## src/rtl/rr_2_to_1_mux_arbiter.sv

```systemverilog
// Round-robin 2:1 valid/ready arbiter feeding one registered output stage, with saturating per-input beat counters.
// Define ARB_LOCK_EN to add in0_last/in1_last and hold the grant for a whole packet.
//
// state | meaning (ARB_LOCK_EN only)
// IDLE  | per-beat round-robin arbitration
// LOCK0 | in0 packet in progress, grant held on in0
// LOCK1 | in1 packet in progress, grant held on in1

module rr_2_to_1_mux_arbiter #(
    parameter int DATA_WIDTH = 8,
    parameter int CNT_WIDTH  = 16
) (
    input  logic                  clk,
    input  logic                  rst,
    input  logic                  in0_valid,
    input  logic [DATA_WIDTH-1:0] in0_data,
    output logic                  in0_ready,
    input  logic                  in1_valid,
    input  logic [DATA_WIDTH-1:0] in1_data,
    output logic                  in1_ready,
    output logic                  out_valid,
    output logic [DATA_WIDTH-1:0] out_data,
    output logic                  out_sel,
    input  logic                  out_ready,
    output logic [CNT_WIDTH-1:0]  cnt0,
    output logic [CNT_WIDTH-1:0]  cnt1
`ifdef ARB_LOCK_EN
    ,
    input  logic                  in0_last,
    input  logic                  in1_last
`endif
);

    logic load;
    logic req;
    logic grant;
    logic xfer;
    logic last_grant;

`ifdef ARB_LOCK_EN
    typedef enum logic [1:0] {
        IDLE  = 2'd0,
        LOCK0 = 2'd1,
        LOCK1 = 2'd2
    } state_t;

    state_t state;
    state_t state_next;
    logic   grant_last;
`endif

    always_comb begin
        load  = ~out_valid | out_ready;
        req   = in0_valid | in1_valid;
        // On contention the side that did not win last time gets the beat.
        grant = (in0_valid & in1_valid) ? ~last_grant : in1_valid;
`ifdef ARB_LOCK_EN
        if (state == LOCK0) begin
            grant = 1'b0;
            req   = in0_valid;
        end else if (state == LOCK1) begin
            grant = 1'b1;
            req   = in1_valid;
        end
`endif
        in0_ready = load & req & in0_valid & ~grant & ~rst;
        in1_ready = load & req & in1_valid &  grant & ~rst;
        xfer      = in0_ready | in1_ready;
    end

    always_ff @(posedge clk) begin
        if (rst) begin
            out_valid  <= 1'b0;
            out_data   <= '0;
            out_sel    <= 1'b0;
            last_grant <= 1'b1;
        end else if (xfer) begin
            out_valid  <= 1'b1;
            out_data   <= grant ? in1_data : in0_data;
            out_sel    <= grant;
            last_grant <= grant;
        end else if (out_ready) begin
            out_valid  <= 1'b0;
        end
    end

    always_ff @(posedge clk) begin
        if (rst) begin
            cnt0 <= '0;
            cnt1 <= '0;
        end else begin
            if (in0_ready && (cnt0 != {CNT_WIDTH{1'b1}}))
                cnt0 <= cnt0 + 1'b1;
            if (in1_ready && (cnt1 != {CNT_WIDTH{1'b1}}))
                cnt1 <= cnt1 + 1'b1;
        end
    end

`ifdef ARB_LOCK_EN
    always_ff @(posedge clk) begin
        if (rst)
            state <= IDLE;
        else
            state <= state_next;
    end

    // A beat without last opens (or continues) a packet on the granted side.
    always_comb begin
        state_next = state;
        grant_last = grant ? in1_last : in0_last;
        if (xfer)
            state_next = grant_last ? IDLE : (grant ? LOCK1 : LOCK0);
    end
`endif

endmodule

```

## config.mk

```make
export PLATFORM = sky130hd
export DESIGN_NAME = rr_2_to_1_mux_arbiter
export DESIGN_NICKNAME = d
export VERILOG_FILES = /design/src/rtl/rr_2_to_1_mux_arbiter.sv
export SDC_FILE = /design/constraint.sdc
export NUM_CORES = 1
export LEC_CHECK = 0
export CORE_MARGIN = 2
export CORE_UTILIZATION = 40
export CTS_CLUSTER_DIAMETER = 100
export DETAILED_ROUTE_END_ITERATION = 12
export GPL_TIMING_DRIVEN = 0
export HOLD_SLACK_MARGIN = 0.02
export PLACE_DENSITY_LB_ADDON = 0.08
export RECOVER_POWER = 25
export SLEW_MARGIN = 20
export SYNTH_ARGS = -nofsm -noshare
export SYNTH_HDL_FRONTEND = slang
export SYNTH_SLANG_ARGS = --single-unit
```

## constraint.sdc

```tcl
create_clock -name clk -period 1.95 [get_ports clk]
set_input_delay 0.2925 -clock clk [delete_from_list [all_inputs] [get_ports clk]]
set_output_delay 0.2925 -clock clk [all_outputs]
set_load 0.01 [all_outputs]
```

==> Yosys cells after proc, flatten, opt, wreduce, memory -nomap -nowiden <==
Cells that the tools add are included.
{ "word_totals": {"register_bits": 43, "inputBits": 21, "out_inout_bits": 44, "word_cells": 32} }
{ "op_classes": {"add_sub_neg": 2, "n_eq_ne": 2, "n_mux": 4, "bitwise_logic": 15, "reduce_logical": 3} }
{ "op_table": {"columns": ["cell", "n"], "rows": [
  ["$add 16x1->16 const B", 2],
  ["$ne 16x16->1 const B", 2],
  ["$and 1x1->1", 8],
  ["$mux 8", 1],
  ["$not 1->1", 4],
  ["$mux 1", 3],
  ["$or 1x1->1", 3],
  ["$logic_and 1x1->1", 2],
  ["$reduce_bool 2->1", 1]
]} }

==> Longest topological paths before layout <==
{ "depth": {"depth_word": 8, "ltp_mapped": 6, "depth_no_buf": 5} }

==> Least setup slack after synthesis <==
OpenSTA, ideal clock, no wires.
{ "synth_timing": {"kind": "register to register", "from": "register cnt1[0]", "to": "register cnt1[6]", "setup_ns": 0.121, "arrival_time_ns": 1.694, "required_ns": 1.829, "path_slack_ns": 0.135, "path_stages_with_launch": 7, "period_less_slack_ns": 1.815, "path_cell_list": "dfxtp_1 -> ha_1 -> and4_1 -> and4b_1 -> buf_2 -> nor3_1 -> mux2_2"} }
{ "synth_between": {"elab_chain_cells": 2, "elab_cells_between_ends": 3, "classes_between": "add/sub (1); eq/ne (1); reduce/logical (1)"} }
{ "synth_lines": {"columns": ["item", "line_no", "rtl"], "rows": [
  ["start, declared", "26", "output logic [CNT_WIDTH-1:0] cnt1"],
  ["start signal, assigned", "95", "cnt1 <= cnt1 + 1'b1;"],
  ["branches (longest 2 deep; another with $add 16x1->16)", null, null]
]} }
Several ways; the timed one is not identified.
A chain may end at the register's enable or synchronous reset.

==> Worst setup path after layout <==
{ "layout_timing": {"from": "input out_ready", "to": "output in1_ready"} }
{ "layout_between": {"elab_chain_cells": 5} }
{ "layout_lines": {"columns": ["item", "line_no", "rtl"], "rows": [
  ["start, declared", "24", "input logic out_ready,"],
  ["$or 1x1->1", "53", "load = ~out_valid | out_ready;"],
  ["$and 1x1->1 (4 in series)", "67", "in1_ready = load & req & in1_valid & grant & ~rst;"],
  ["end, declared", "20", "output logic in1_ready,"]
]} }
Every way passes these cells.

==> results.txt <==
Status -> completed
Vias in the first global route -> 1,983
Syn-to-layout area delta -> 44.3%
Vias per cell -> 5.59
Uppermost routed layer -> met4
Iter 0 DRT Violations -> 144
Setup CP Type -> input pin to primary output
Drc violations -> 0
Slew Limit Fails -> 0
Total Routed Length -> 5470 um
Layout net count -> 346
Initial antenna violation count -> 0
Die width -> 77.8 um
Ys Warns -> 0
Fin Clk Skew -> 0.0141 ns
Pwr/cell area -> 542 nW/um2
Synthesized flop and latch total -> 43
Wl on met1 -> 2470 um
Fill count -> 482
Synth Area in Adders -> 1.15%
Seq/Total Area, Yosys -> 39.5%
WP data required -> 1.66 ns
I/O pin cnt -> 65
Fin. Hold Viols -> 0
Worst Setup End Kind -> primary output
Worst VDD drop -> 289 uV
Area of the multi-input gates -> 1310 um2
Finish-stage setup viols -> 0
XOR/XNOR Fraction of Synth Area -> 0%
Slowest Stage Delay on Critical Path -> 0.48 ns
Mapped Cells -> 246
Post-Synth Simple-Gate Area -> 28.9%
Asr flop ratio synth -> 0%
DIE AREA -> 6050 um2
TritonRoute pass-1 iters -> 4
Die span in y -> 77.8 um
Setup ws final -> 0.0589 ns
Synth Cell Area -> 2180 um2
Layout cells sized above 1 -> 16.7%
TritonCTS clock tree -> built
Slew HR -> 64.4%
Hold WS -> 0.409 ns
Reg area -> 865 um2
Cts hold-fix bufs -> 0
Clk sinks -> 43
First-pass GRT wire length -> 9140 um
Met3 WL -> 477 um
CTS Buf Count -> 5
Detail Placement HPWL -> 3910 um
Core Box Area -> 5170 um2
Max cap viols -> 0
Crit start category -> input pin
Routed len/inst -> 13.9 um
Leakage Power -> 1.15 nW
Compound-Gate Fraction of Synth Area -> 16.1%
Post-route setup TNS -> 0 ns
Final Cycle Share -> 97.0%
GR Util All Layers -> 18.6%
HP Class -> input pin to flop
Final Wtd Congestion -> 0.854
CP max FO -> 10
Root Buffer -> clkbuf_8
Largest family of logic cells by synthesized area -> simple AND/OR/NAND/NOR gates
Pre-CTS worst setup slack -> -0.835 ns
Maximum clock frequency -> 529 MHz
Final min period -> 1.89 ns
Mux cell area share after synthesis -> 10.7%
WP data arrival -> 1.60 ns
Slowest-stage cell, CP -> clkdlybuf4s50_1
Largest net degree at the start of global routing -> 14
Tot Pwr -> 1.70 mW
Cell row count -> 26
Total congestion overflow -> 0
Syn Nets -> 269
Final Cell Area -> 3140 um2
Maximum clock path buffer count -> 2
Post-synth EDFFs -> 0
Worst Tran Pin Value -> 0.534 ns
Worst-path clk slew -> 0.08 ns
Routed met2 length -> 2480 um
Most used flip-flop cell after synthesis -> dfxtp_1
Via count -> 2,203
R2R Setup Slk -> 0.07 ns
ANT cells -> 0
Clock Latency Late Sink -> 0.30 ns
Starting Density -> 42.1%
Count of different cell masters after synthesis -> 42
Placed cell area -> 2910 um2
Htree depth -> 2
Antenna Nets Post-Route -> 0
PortBufs -> 64
Average size of a mapped cell -> 8.86 um2
Crit-path cells -> clkdlybuf4s50_1 -> nand2b_4 -> nand3_2 -> clkbuf_8 -> buf_6 -> inv_1 -> clkdlybuf4s15_2
## worst max-delay path: cells and delay by family
family                 cells  cell delay (ns)
buffers and inverters      5             1.06
and+or+nand+nor            2             0.25
## what timing repair did
action                                  in CTS  in global routing
setup buffers                                2                  4
pin swaps                                    2                  3
resized for setup                           21                 21
hold endpoints to repair                     0                  0
endpoints found under the setup margin      26                 20
## synth_stat cells, types with 2 or more instances
master | n | area share (%)
a211oi_1 | 9 | 3.1
a21oi_1 | 8 | 1.8
and3_1 | 2 | 0.57
and4_1 | 3 | 1.2
buf_2 | 3 | 0.69
clkbuf_1 | 8 | 1.4
dfxtp_1 | 43 | 40
ha_1 | 2 | 1.1
inv_1 | 5 | 0.86
mux2_2 | 10 | 5.2
mux2i_1 | 12 | 5.5
nand2_1 | 17 | 2.9
nand2b_1 | 2 | 0.57
nand3_1 | 11 | 2.5
nand4_1 | 11 | 3.2
nor2_1 | 22 | 3.8
nor2b_1 | 11 | 3.2
nor3_1 | 5 | 1.1
nor4_1 | 9 | 2.6
nor4b_1 | 2 | 0.80
o211ai_1 | 2 | 0.69
o21ai_0 | 3 | 0.69
o311ai_0 | 9 | 3.6
o31ai_1 | 4 | 1.4
o41ai_1 | 7 | 2.8
or2_2 | 3 | 0.86
or3_1 | 3 | 0.86
or4_1 | 6 | 2.1
## cells by family after synthesis
| family | count (synthesis) |
|---|---|
| AO/OA/AOI/OAI | 47 |
| flip-flops | 43 |
| multiplexers | 22 |
| AND/OR/NAND/NOR | 113 |
| buffers and inverters | 19 |
| adder cells (fa/ha/maj) | 2 |
## power breakdown
part / switching (mW) / internal [mW]
Sequential: 0.0165 / 0.901
Combinational: 0.107 / 0.118
Clock: 0.310 / 0.251
Total: 0.434 / 1.27
## path summary, 6_finish.rpt
kind                            startpoint         to  cells past startpoint
worst min-delay path             in0_valid  out_valid                      3
worst min register to register    cnt0[15]   cnt0[15]                      1
worst max-delay path             out_ready  in1_ready                      7
worst max register to register     cnt1[0]    cnt1[6]                      6
## through the flow
step / utilization (%) / cells
6_report: 60.8 / 394
5_1_grt: 60.8 / 394
4_1_cts: 59.1 / 390
3_5_place_dp: 56.2 / 380
3_3_place_gp: 56.2 / 380
2_1_floorplan: - / 246
## routing by layer
layer	up-vias	track usage, %
li1	1104	-
met2	88	29.8
met1	1006	23.6
met4	0	5.36
met5	-	0
met3	5	6.28
## state kept, by name (all words and copies together) (netlist names)
signal / cells
cnt1: 16
last_grant: 1
out_valid: 1
out_data: 8
out_sel: 1
cnt0: 16
## placed cells by master (no fill, tap or decap), types with 2 or more instances in the layout
master           synthesis  routed
or3_1                    3       3
nand3_1                 11      10
clkbuf_8                 0       7
dfxtp_1                 43      40
nor2b_1                 11      11
clkdlybuf4s50_1          0      40
nand2_1                 17      17
nor4_1                   9       7
and4_1                   3       2
mux2_2                  10      10
nor3_2                   1       3
clkbuf_2                 0       2
dfxtp_2                  0       3
or4_1                    6       6
mux2i_1                 12      12
ha_1                     2       2
o21ai_0                  3       3
nor2_1                  22      22
nor3_1                   5       3
o41ai_1                  7       7
o211ai_1                 2       2
nor4_2                   1       2
nand4_1                 11      11
inv_1                    5       5
dlygate4sd3_1            0      19
dlygate4sd2_1            0       2
clkbuf_1                 8       6
buf_4                    1       8
a21oi_1                  8       8
o311ai_0                 9       8
or2_2                    3       3
o31ai_1                  4       4
and3_1                   2       2
a211oi_1                 9       9
## final cells by class
type                       count  area share, %
multi-input combinational    184           41.6
sequential                    43           27.5
timing repair buffer          70           21.7
buffer                        13           2.83
tap                           70           2.79
clock buffer                   6           2.31
inverter                       6          0.875
clock inverter                 2          0.398
No activity file was read; power rests on OpenSTA's default activity.
